$ cat src/rtl/key_hit_tracker.sv
// Maps fingertip blobs to white-key hits, debounces each key over whole frames,
// drives the pressed mask and serialises note_on/note_off events to the synth.
module key_hit_tracker #(
  parameter int NUM_KEYS        = 8,
  parameter int KEY_X0          = 0,
  parameter int KEY_Y0          = 0,
  parameter int WHITE_KEY_WIDTH = 90,
  parameter int KEY_HEIGHT      = 256,
  parameter int PRESS_FRAMES    = 3,
  parameter int RELEASE_FRAMES  = 3
) (
  input  logic                vclock,
  input  logic                reset,
  input  logic                frame_start,
  input  logic                blob_valid,
  input  logic [10:0]         blob_x,
  input  logic [9:0]          blob_y,
  output logic [NUM_KEYS-1:0] key_down,
  output logic                ev_valid,
  output logic                ev_on,
  output logic [3:0]          ev_key,
  input  logic                ev_ready
);

  typedef enum logic [1:0] {IDLE, UPDATE, SCAN} state_t;

  localparam logic [31:0] X_LO = 32'(KEY_X0);
  localparam logic [31:0] X_HI = 32'(KEY_X0 + NUM_KEYS * WHITE_KEY_WIDTH);
  localparam logic [31:0] Y_LO = 32'(KEY_Y0);
  localparam logic [31:0] Y_HI = 32'(KEY_Y0 + KEY_HEIGHT);
  localparam logic [3:0]  LAST_KEY = 4'(NUM_KEYS - 1);

  state_t              state, state_nx;
  logic [3:0]          idx, idx_nx;
  logic                frame_pending, pending_nx;
  logic [NUM_KEYS-1:0] hit_mask, chg_mask, kd_nx, blob_bits;
  logic [3:0]          hit_cnt [NUM_KEYS];
  logic [3:0]          miss_cnt[NUM_KEYS];
  logic [3:0]          hit_nx  [NUM_KEYS];
  logic [3:0]          miss_nx [NUM_KEYS];
  logic [31:0]         x_ext, y_ext;
  logic                blob_in;
  logic [3:0]          blob_key;
  logic                chg_sel, kd_sel;

  assign x_ext = {21'd0, blob_x};
  assign y_ext = {22'd0, blob_y};

  // Key index from a ladder of left-edge compares, avoiding a divider.
  always_comb begin
    blob_in  = blob_valid && (x_ext >= X_LO) && (x_ext < X_HI) &&
               (y_ext >= Y_LO) && (y_ext < Y_HI);
    blob_key = '0;
    for (int j = 1; j < NUM_KEYS; j++) begin
      if (x_ext >= 32'(KEY_X0 + j * WHITE_KEY_WIDTH)) blob_key = 4'(j);
    end
    blob_bits = '0;
    for (int k = 0; k < NUM_KEYS; k++) begin
      blob_bits[k] = blob_in && (blob_key == 4'(k));
    end
  end

  always_comb begin
    for (int k = 0; k < NUM_KEYS; k++) begin
      if (hit_mask[k]) begin
        hit_nx[k]  = (hit_cnt[k] == 4'd15) ? 4'd15 : hit_cnt[k] + 4'd1;
        miss_nx[k] = 4'd0;
      end else begin
        hit_nx[k]  = 4'd0;
        miss_nx[k] = (miss_cnt[k] == 4'd15) ? 4'd15 : miss_cnt[k] + 4'd1;
      end
      kd_nx[k] = key_down[k];
      if (hit_nx[k] == 4'(PRESS_FRAMES)) kd_nx[k] = 1'b1;
      else if (miss_nx[k] == 4'(RELEASE_FRAMES)) kd_nx[k] = 1'b0;
    end
  end

  always_comb begin
    chg_sel = 1'b0;
    kd_sel  = 1'b0;
    for (int k = 0; k < NUM_KEYS; k++) begin
      if (idx == 4'(k)) begin
        chg_sel = chg_mask[k];
        kd_sel  = key_down[k];
      end
    end
  end

  // Event handshake: ev_valid/ev_on/ev_key hold steady until a cycle where
  // ev_valid && ev_ready; that cycle is the transfer, and the scan moves on.
  always_comb begin
    state_nx   = state;
    idx_nx     = idx;
    pending_nx = frame_pending | (frame_start && (state != IDLE));
    ev_valid   = 1'b0;
    ev_on      = 1'b0;
    ev_key     = 4'd0;
    case (state)
      IDLE: begin
        if (frame_start || frame_pending) begin
          state_nx   = UPDATE;
          pending_nx = 1'b0;
        end
      end
      UPDATE: begin
        state_nx = SCAN;
        idx_nx   = 4'd0;
      end
      SCAN: begin
        if (chg_sel) begin
          ev_valid = 1'b1;
          ev_key   = idx;
          ev_on    = kd_sel;
        end
        if (!chg_sel || ev_ready) begin
          if (idx == LAST_KEY) begin
            state_nx = IDLE;
            idx_nx   = 4'd0;
          end else begin
            idx_nx = idx + 4'd1;
          end
        end
      end
      default: state_nx = IDLE;
    endcase
  end

  always_ff @(posedge vclock) begin
    if (reset) begin
      state         <= IDLE;
      idx           <= '0;
      frame_pending <= 1'b0;
      hit_mask      <= '0;
      chg_mask      <= '0;
      key_down      <= '0;
      for (int k = 0; k < NUM_KEYS; k++) begin
        hit_cnt[k]  <= '0;
        miss_cnt[k] <= '0;
      end
    end else begin
      state         <= state_nx;
      idx           <= idx_nx;
      frame_pending <= pending_nx;
      // A blob seen during UPDATE belongs to the frame now starting.
      if (state == UPDATE) begin
        hit_mask <= blob_bits;
        key_down <= kd_nx;
        chg_mask <= kd_nx ^ key_down;
        for (int k = 0; k < NUM_KEYS; k++) begin
          hit_cnt[k]  <= hit_nx[k];
          miss_cnt[k] <= miss_nx[k];
        end
      end else begin
        hit_mask <= hit_mask | blob_bits;
      end
    end
  end

endmodule
$ cat config.mk
export PLATFORM = sky130hd
export DESIGN_NAME = key_hit_tracker
export DESIGN_NICKNAME = d
export VERILOG_FILES = /design/src/rtl/key_hit_tracker.sv
export SDC_FILE = /design/constraint.sdc
export NUM_CORES = 1
export LEC_CHECK = 0
export BUFFER_PORTS_ARGS = -buffer_cell sky130_fd_sc_hd__clkbuf_2
export CAP_MARGIN = 20
export CORE_MARGIN = 4
export CORE_UTILIZATION = 30
export CTS_BUF_LIST = sky130_fd_sc_hd__clkbuf_8
export CTS_CLUSTER_DIAMETER = 100
export CTS_CLUSTER_SIZE = 14
export DETAILED_ROUTE_END_ITERATION = 16
export PLACE_DENSITY = 0.45
export SLEW_MARGIN = 25
export SYNTH_ARGS = -nofsm -noshare
export SYNTH_HDL_FRONTEND = slang
export SYNTH_SLANG_ARGS = --single-unit
$ cat constraint.sdc
create_clock -name vclock -period 2.5 [get_ports vclock]
set_clock_uncertainty 0.05 [all_clocks]
set_input_delay 0.125 -clock vclock [delete_from_list [all_inputs] [get_ports vclock]]
set_output_delay 0.125 -clock vclock [all_outputs]
set_load 0.01 [all_outputs]
== Yosys cells after proc, flatten, opt, wreduce, memory -nomap -nowiden ==
Memories as Yosys holds them, arrays and structs flattened.
Index checks and enable logic that the tools add are counted.

* Bits in latches: 0
* Register bits: 31
* Memories kept: 2
* RAM bits: 64
* Bits in read-only memories: 0

* Add/subtract/negate cells: 17
* $mul: 0
* Reduce and logical (&&, ||, !) cells: 23
* Shift-type cells: 0
* Muxes and demuxes: 108
* Order comparisons: 11
* Div/mod/pow operators: 0
* Equality and inequality tests: 51
* Bitwise gates (word level): 19

{| class="wikitable"
|+ Memory list
! name !! words !! bits a word !! read ports !! clocked after Yosys merged registers in !! wr ports !! line !! RTL
|-
| hit_cnt || 8 || 4 || 8 || 0 || 8 || 37 || <nowiki>logic [3:0] hit_cnt [NUM_KEYS];</nowiki>
|-
| miss_cnt || 8 || 4 || 8 || 0 || 8 || 38 || <nowiki>logic [3:0] miss_cnt[NUM_KEYS];</nowiki>
|}

{| class="wikitable"
|+ Operators with widths
! kind !! count
|-
| 4-bit two-way mux || 58
|-
| 4-bit by 2-bit equality test with 1-bit output, second input constant || 20
|-
| 4-bit by 1-bit adder with 4-bit output, second input constant || 17
|-
| 4-bit equality test, second input constant || 16
|-
| 1-bit two-way mux || 44
|-
| 11-bit by 9-bit greater-or-equal comparator with 1-bit output, second input constant || 3
|-
| 4-bit by 3-bit equality test with 1-bit output, second input constant || 8
|-
| 11-bit by 10-bit greater-or-equal comparator with 1-bit output, second input constant || 2
|-
| 1-bit OR || 17
|-
| 1-bit logical AND || 13
|-
| 11-bit by 1-bit greater-or-equal comparator with 1-bit output, second input constant || 1
|-
| 11-bit by 7-bit greater-or-equal comparator with 1-bit output, second input constant || 1
|-
| 11-bit by 8-bit greater-or-equal comparator with 1-bit output, second input constant || 1
|-
| 11-bit by 10-bit less-than comparator with 1-bit output, second input constant || 1
|-
| 10-bit by 1-bit greater-or-equal comparator with 1-bit output, second input constant || 1
|-
| 10-bit by 9-bit less-than comparator with 1-bit output, second input constant || 1
|-
| 4-bit by 1-bit equality test with 1-bit output, second input constant || 2
|-
| 4-bit logical NOT || 2
|-
| 8-bit two-way mux || 1
|-
| 8-bit OR || 1
|-
| 4-bit case mux with 2 select lines || 1
|-
| 8-bit bitwise XOR || 1
|-
| 2-bit two-way mux || 3
|-
| 2-bit inequality test, second input constant || 3
|-
| 9 further kinds || 11
|}

== Depth between registers and ports, before layout ==
* Word-level depth: 13
* Mapped depth: 8
* Gate-level depth less buffers: 7

== Least setup slack after synthesis ==
OpenSTA, ideal clock, no wires.

* Path type: flip-flop to flip-flop
* Start point: register state[0]
* End point: register idx[0]
* Setup slack: 0.057 ns
* Data required time: 2.333 ns
* Clock period less this slack: 2.443 ns
* Data arrival time: 2.275 ns
* Cell stages (with the launch flop): 6
* Path buffers: 0
* Setup time: 0.117 ns
* Cells stage by stage: dfxtp_1 -> nor2b_1 -> nor2_1 -> inv_1 -> nor2_1 -> a32o_1

* Word-level cells in the longest chain between the ends: 3

{| class="wikitable"
|+ RTL lines
! element !! line !! RTL
|-
| start, declared || 33 || <nowiki>state_t state, state_nx;</nowiki>
|-
| start signal, assigned || 141 || <nowiki>state <= state_nx;</nowiki>
|-
| 2-bit equality test / 2-bit by 1-bit equality test with 1-bit output (equally long branches) || 98 || <nowiki>case (state)</nowiki>
|-
| 2-bit inequality test (no source line) / 2-bit nonzero test (equally long branches) || -- ||
|-
| 2-bit AND reduction (no source line) || -- ||
|-
| end signal, assigned || 142 || <nowiki>idx <= idx_nx;</nowiki>
|-
| end, declared || 34 || <nowiki>logic [3:0] idx, idx_nx;</nowiki>
|}

Parallel ways exist; a longest one is shown, timed or not.
A chain may end at the register's enable or synchronous reset.

== Final worst setup path ==
* Start point: register idx[0]
* End point: output port ev_key[1]

* Word-level cells in the longest chain between the ends: 11

{| class="wikitable"
|+ RTL lines
! element !! line !! RTL
|-
| 4-bit logical NOT || 82 || <nowiki>if (idx == 4'(k)) begin</nowiki>
|-
| 1-bit two-way mux (7 in a row) || 82 ||
|-
| 1-bit two-way mux (*) || 82 ||
|-
| 4-bit two-way mux (*) || 110 || <nowiki>if (chg_sel) begin</nowiki>
|-
| 4-bit two-way mux (*) || 98 ||
|-
| end, declared || 21 || <nowiki>output logic [3:0] ev_key,</nowiki>
|}

Mark *: on every way between the ends. The rest lies on a longest branch, timed or not.

==> impl_metrics.yaml <==
critical_path:
  crit_fanout: 5
  slowest_stage: "dfxtp_4"
  timing_worst_setup_path_type: "reg2out"
  path_buf_inv: 2
  critPathLaunchType: "register"
  cp.arrival_ns: 2.24
  end_kind: "output port"
  worstPathCellList: "clkinvlp_4 > ha_2 > nor3b_1 > o311ai_2 > o21ai_2 > nor4_1 > clkbuf_2"
  path_delay_family: "simple AND/OR/NAND/NOR gates"
  max_stage_delay_ns: 0.38
  cp_data_required_time_ns: 2.33
synth:
  synth-edff-count: 64
  syn_nets: 575
  synth-seq-cells: 95
  synth_top_cell_by_area: "edfxtp_1"
  synth_top_area_share_pct: 36.5
  synth_async_sr_flop_share_pct: 0
  syn_inst: 529
  yosys.cell_count.top_type: "edfxtp_1"
  synthTopCellsByCount: "64 x edfxtp_1, 50 x nor2_1, 36 x nand3_1, 32 x nand2_1, 31 x dfxtp_1"
  synth_area_leaders: "edfxtp_1 36%, dfxtp_1 12%, ha_1 4.8%, nor2_1 3.6%, nand3_1 3.4%"
  yosysUniqueCellTypes: 58
  synth_seq_area_share_pct: 48.3
  yosys_most_used_dff: "edfxtp_1"
  yosys_warnings: 0
  avgSynthCellArea_um2: 9.96
  syn_area_um2: 5270
timing:
  fin_tns_setup_ns: 0
  fin_crit_ns: 2.42
  period_share_pct: 96.7
  fmax_mhz: 414
  fin_ws_ns: 0.0828
  hold_viol_final: 0
  finalSetupViolCount: 0
  slew_viol_final: 0
  worst_slew_pin_slew_ns: 0.631
  hold_slack_ns: 0.0882
  rsz0062_at_grt: "true"
  max_slew_margin_pct: 57.9
detailed_routing:
  routed_wl_um: 12100
  wl_met3_um: 384
  viasPerCell: 5.38
  met2_length_um: 5430
  drc: 0
  top_layer_used: "met4"
  routedWlPerCell_um: 15.2
  dr.first_iter.drc_count: 218
  vias: 4265
  firstDrtPassIters: 5
  ant_nets: 0
  wl_met1_um: 6020
power_and_ir_drop:
  p_clk_share_pct: 29.5
  switching_share_pct: 28.0
  p_sw_w: 0.000946
  peakVddDrop_uv: 220
  p_seq_share_pct: 56.0
  comb_power_share_pct: 14.5
  power_density_nw_per_um2: 565
  p_int_w: 0.00243
  p_leak_nw: 2.05
worst_hold_path:
  worst_hold_path_type: "in2reg"
status:
  status: "finished, final reports clean"
die:
  dieWidth_um: 140
  initial_core_util_pct: 30.6
  dieArea_um2: 19700
  io_pins: 40
  core.rowCount: 48
  coreArea_um2: 17200
  die_y_um: 140
clocking:
  cts.clk_slew.worst_paths_ns: 0.09
  cts_tree: "yes"
  cts-root-buf: "clkbuf_8"
  htreeDepth: 3
  cts_buffers: 9
  clock_latency_ns: 0.37
  clockBufferDepth: 2
  cts_num_sinks: 95
place:
  dpl.hpwl_um: 8480
  dpl_cell_area_um2: 5680
  gp_congestion: 0.784
  io_buffer_count: 29
  pre_cts_slack_ns: 0.107
cells_and_area:
  n_fill_cell: 1727
  areaGrowthSynthToFinish_pct: 13.6
  layout.nets: 609
  finalInstanceArea_um2: 5980
  final_core_util_pct: 34.7
  drive_above_1_share_pct: 15.3
  n_antenna_cell: 0
grt:
  grt_overflow_total: 0
  grt_util_all_layers_pct: 12.6
  first_global_vias: 4078
  antenna_found_initial: 0
  grt_max_degree: 46
  grt_pass1_wl_um: 20200
job:
  cap_violations: 0
==> flip-flops by register name (all words and copies together) (netlist names) <==
register and count:
key_down 8, hit_cnt 32, frame_pending 1, state 2, miss_cnt 32, hit_mask 8
idx 4, chg_mask 8
==> per-layer routing <==
metal  vias up  GRT usage [%]
met5         -              0
met4         0           5.20
met2        78           19.7
li1       2137              -
met3        15           2.39
met1      2035           17.0
==> worst paths after layout <==
kind / from / endpoint / slack, ns / depth (start not counted)
worst min-delay path: ev_ready / idx[2] / 0.09 / 3
worst max register to register: idx[0] / idx[1] / 0.11 / 9
worst min register to register: chg_mask[2] / chg_mask[2] / 0.46 / 1
worst max-delay path: idx[0] / ev_key[1] / 0.08 / 7
==> power groups by stage <==
stage / Sequential (W) / Combinational (W) / Clock [W]
after global routing: 0.00191 / 0.000555 / 0.00111
after global placement: 0.00192 / 0.000451 / 0
after floorplan: 0.00189 / 0.000347 / 0
final: 0.00189 / 0.000489 / 0.000999
after detailed placement: 0.00192 / 0.000459 / 0
after CTS: 0.00189 / 0.000480 / 0.00105
==> layout make-up <==
type	instances	area [um2]	area share, %
clock buffers	9	124	2.07
clock inverters	7	56.3	0.941
inverters	15	60.1	1.00
multi-input cells	398	2630	43.9
flip-flops and latches	95	2550	42.6
well taps	225	282	4.70
repair buffers	44	285	4.77
==> timing repair <==
item | 4_1_cts | 5_1_grt
resized for setup | 8 | 6
pin swaps | 2 | 4
cloned | 0 | 0
hold buffers | 1 | 0
setup buffers | 5 | 2
setup endpoints to repair | 5 | 6
endpoints found under the hold margin | 2 | 0
==> per-stage QoR <==
stage          total power (W)  std cells
2_1_floorplan          0.00224        529
3_3_place_gp           0.00237        769
3_5_place_dp           0.00238        769
4_1_cts                0.00341        791
5_1_grt                0.00357        793
6_report               0.00338        793
==> worst reg2reg max path, stage by stage (launching register included) <==
cell	delay, ns
dfxtp_4	0.38
clkinvlp_4	0.12
ha_2	0.23
nor3b_1	0.15
o311ai_2	0.26
o21ai_2	0.17
buf_4	0.17
buf_4	0.13
or3_4	0.36
a2111oi_4	0.28
==> cells in the final DEF, fill, tap and decap left out, types with 8 or more instances in the layout <==
cell / synthesis / layout
a211oi_1: 11 / 11
a21oi_1: 29 / 29
a22o_1: 11 / 11
a31o_2: 8 / 8
a31oi_1: 23 / 23
a32o_1: 8 / 8
buf_4: 1 / 12
clkbuf_2: 0 / 29
clkbuf_8: 0 / 9
dfxtp_1: 31 / 29
edfxtp_1: 64 / 64
ha_1: 20 / 17
inv_1: 15 / 14
nand2_1: 32 / 32
nand2b_1: 15 / 15
nand3_1: 36 / 36
nand3b_1: 18 / 18
nor2_1: 50 / 48
nor2b_1: 9 / 9
nor3_1: 22 / 21
nor3b_1: 11 / 11
nor4_1: 8 / 8
o211ai_1: 12 / 12
o21ai_0: 25 / 25
==> logic make-up (layout without fill, tap and decap cells) <==
kind of cell	Yosys count	in the layout	share of synthesized area [%]
DFF	95	95	48.3
adders and majority gates	20	20	4.75
AOI/OAI and AO/OA	157	157	22.0
buffers and inverters	36	75	2.83
muxes	1	1	0.190
other	1	1	0.0712
and+or+nand+nor	219	219	21.9
(Power assumes the default switching activity.)
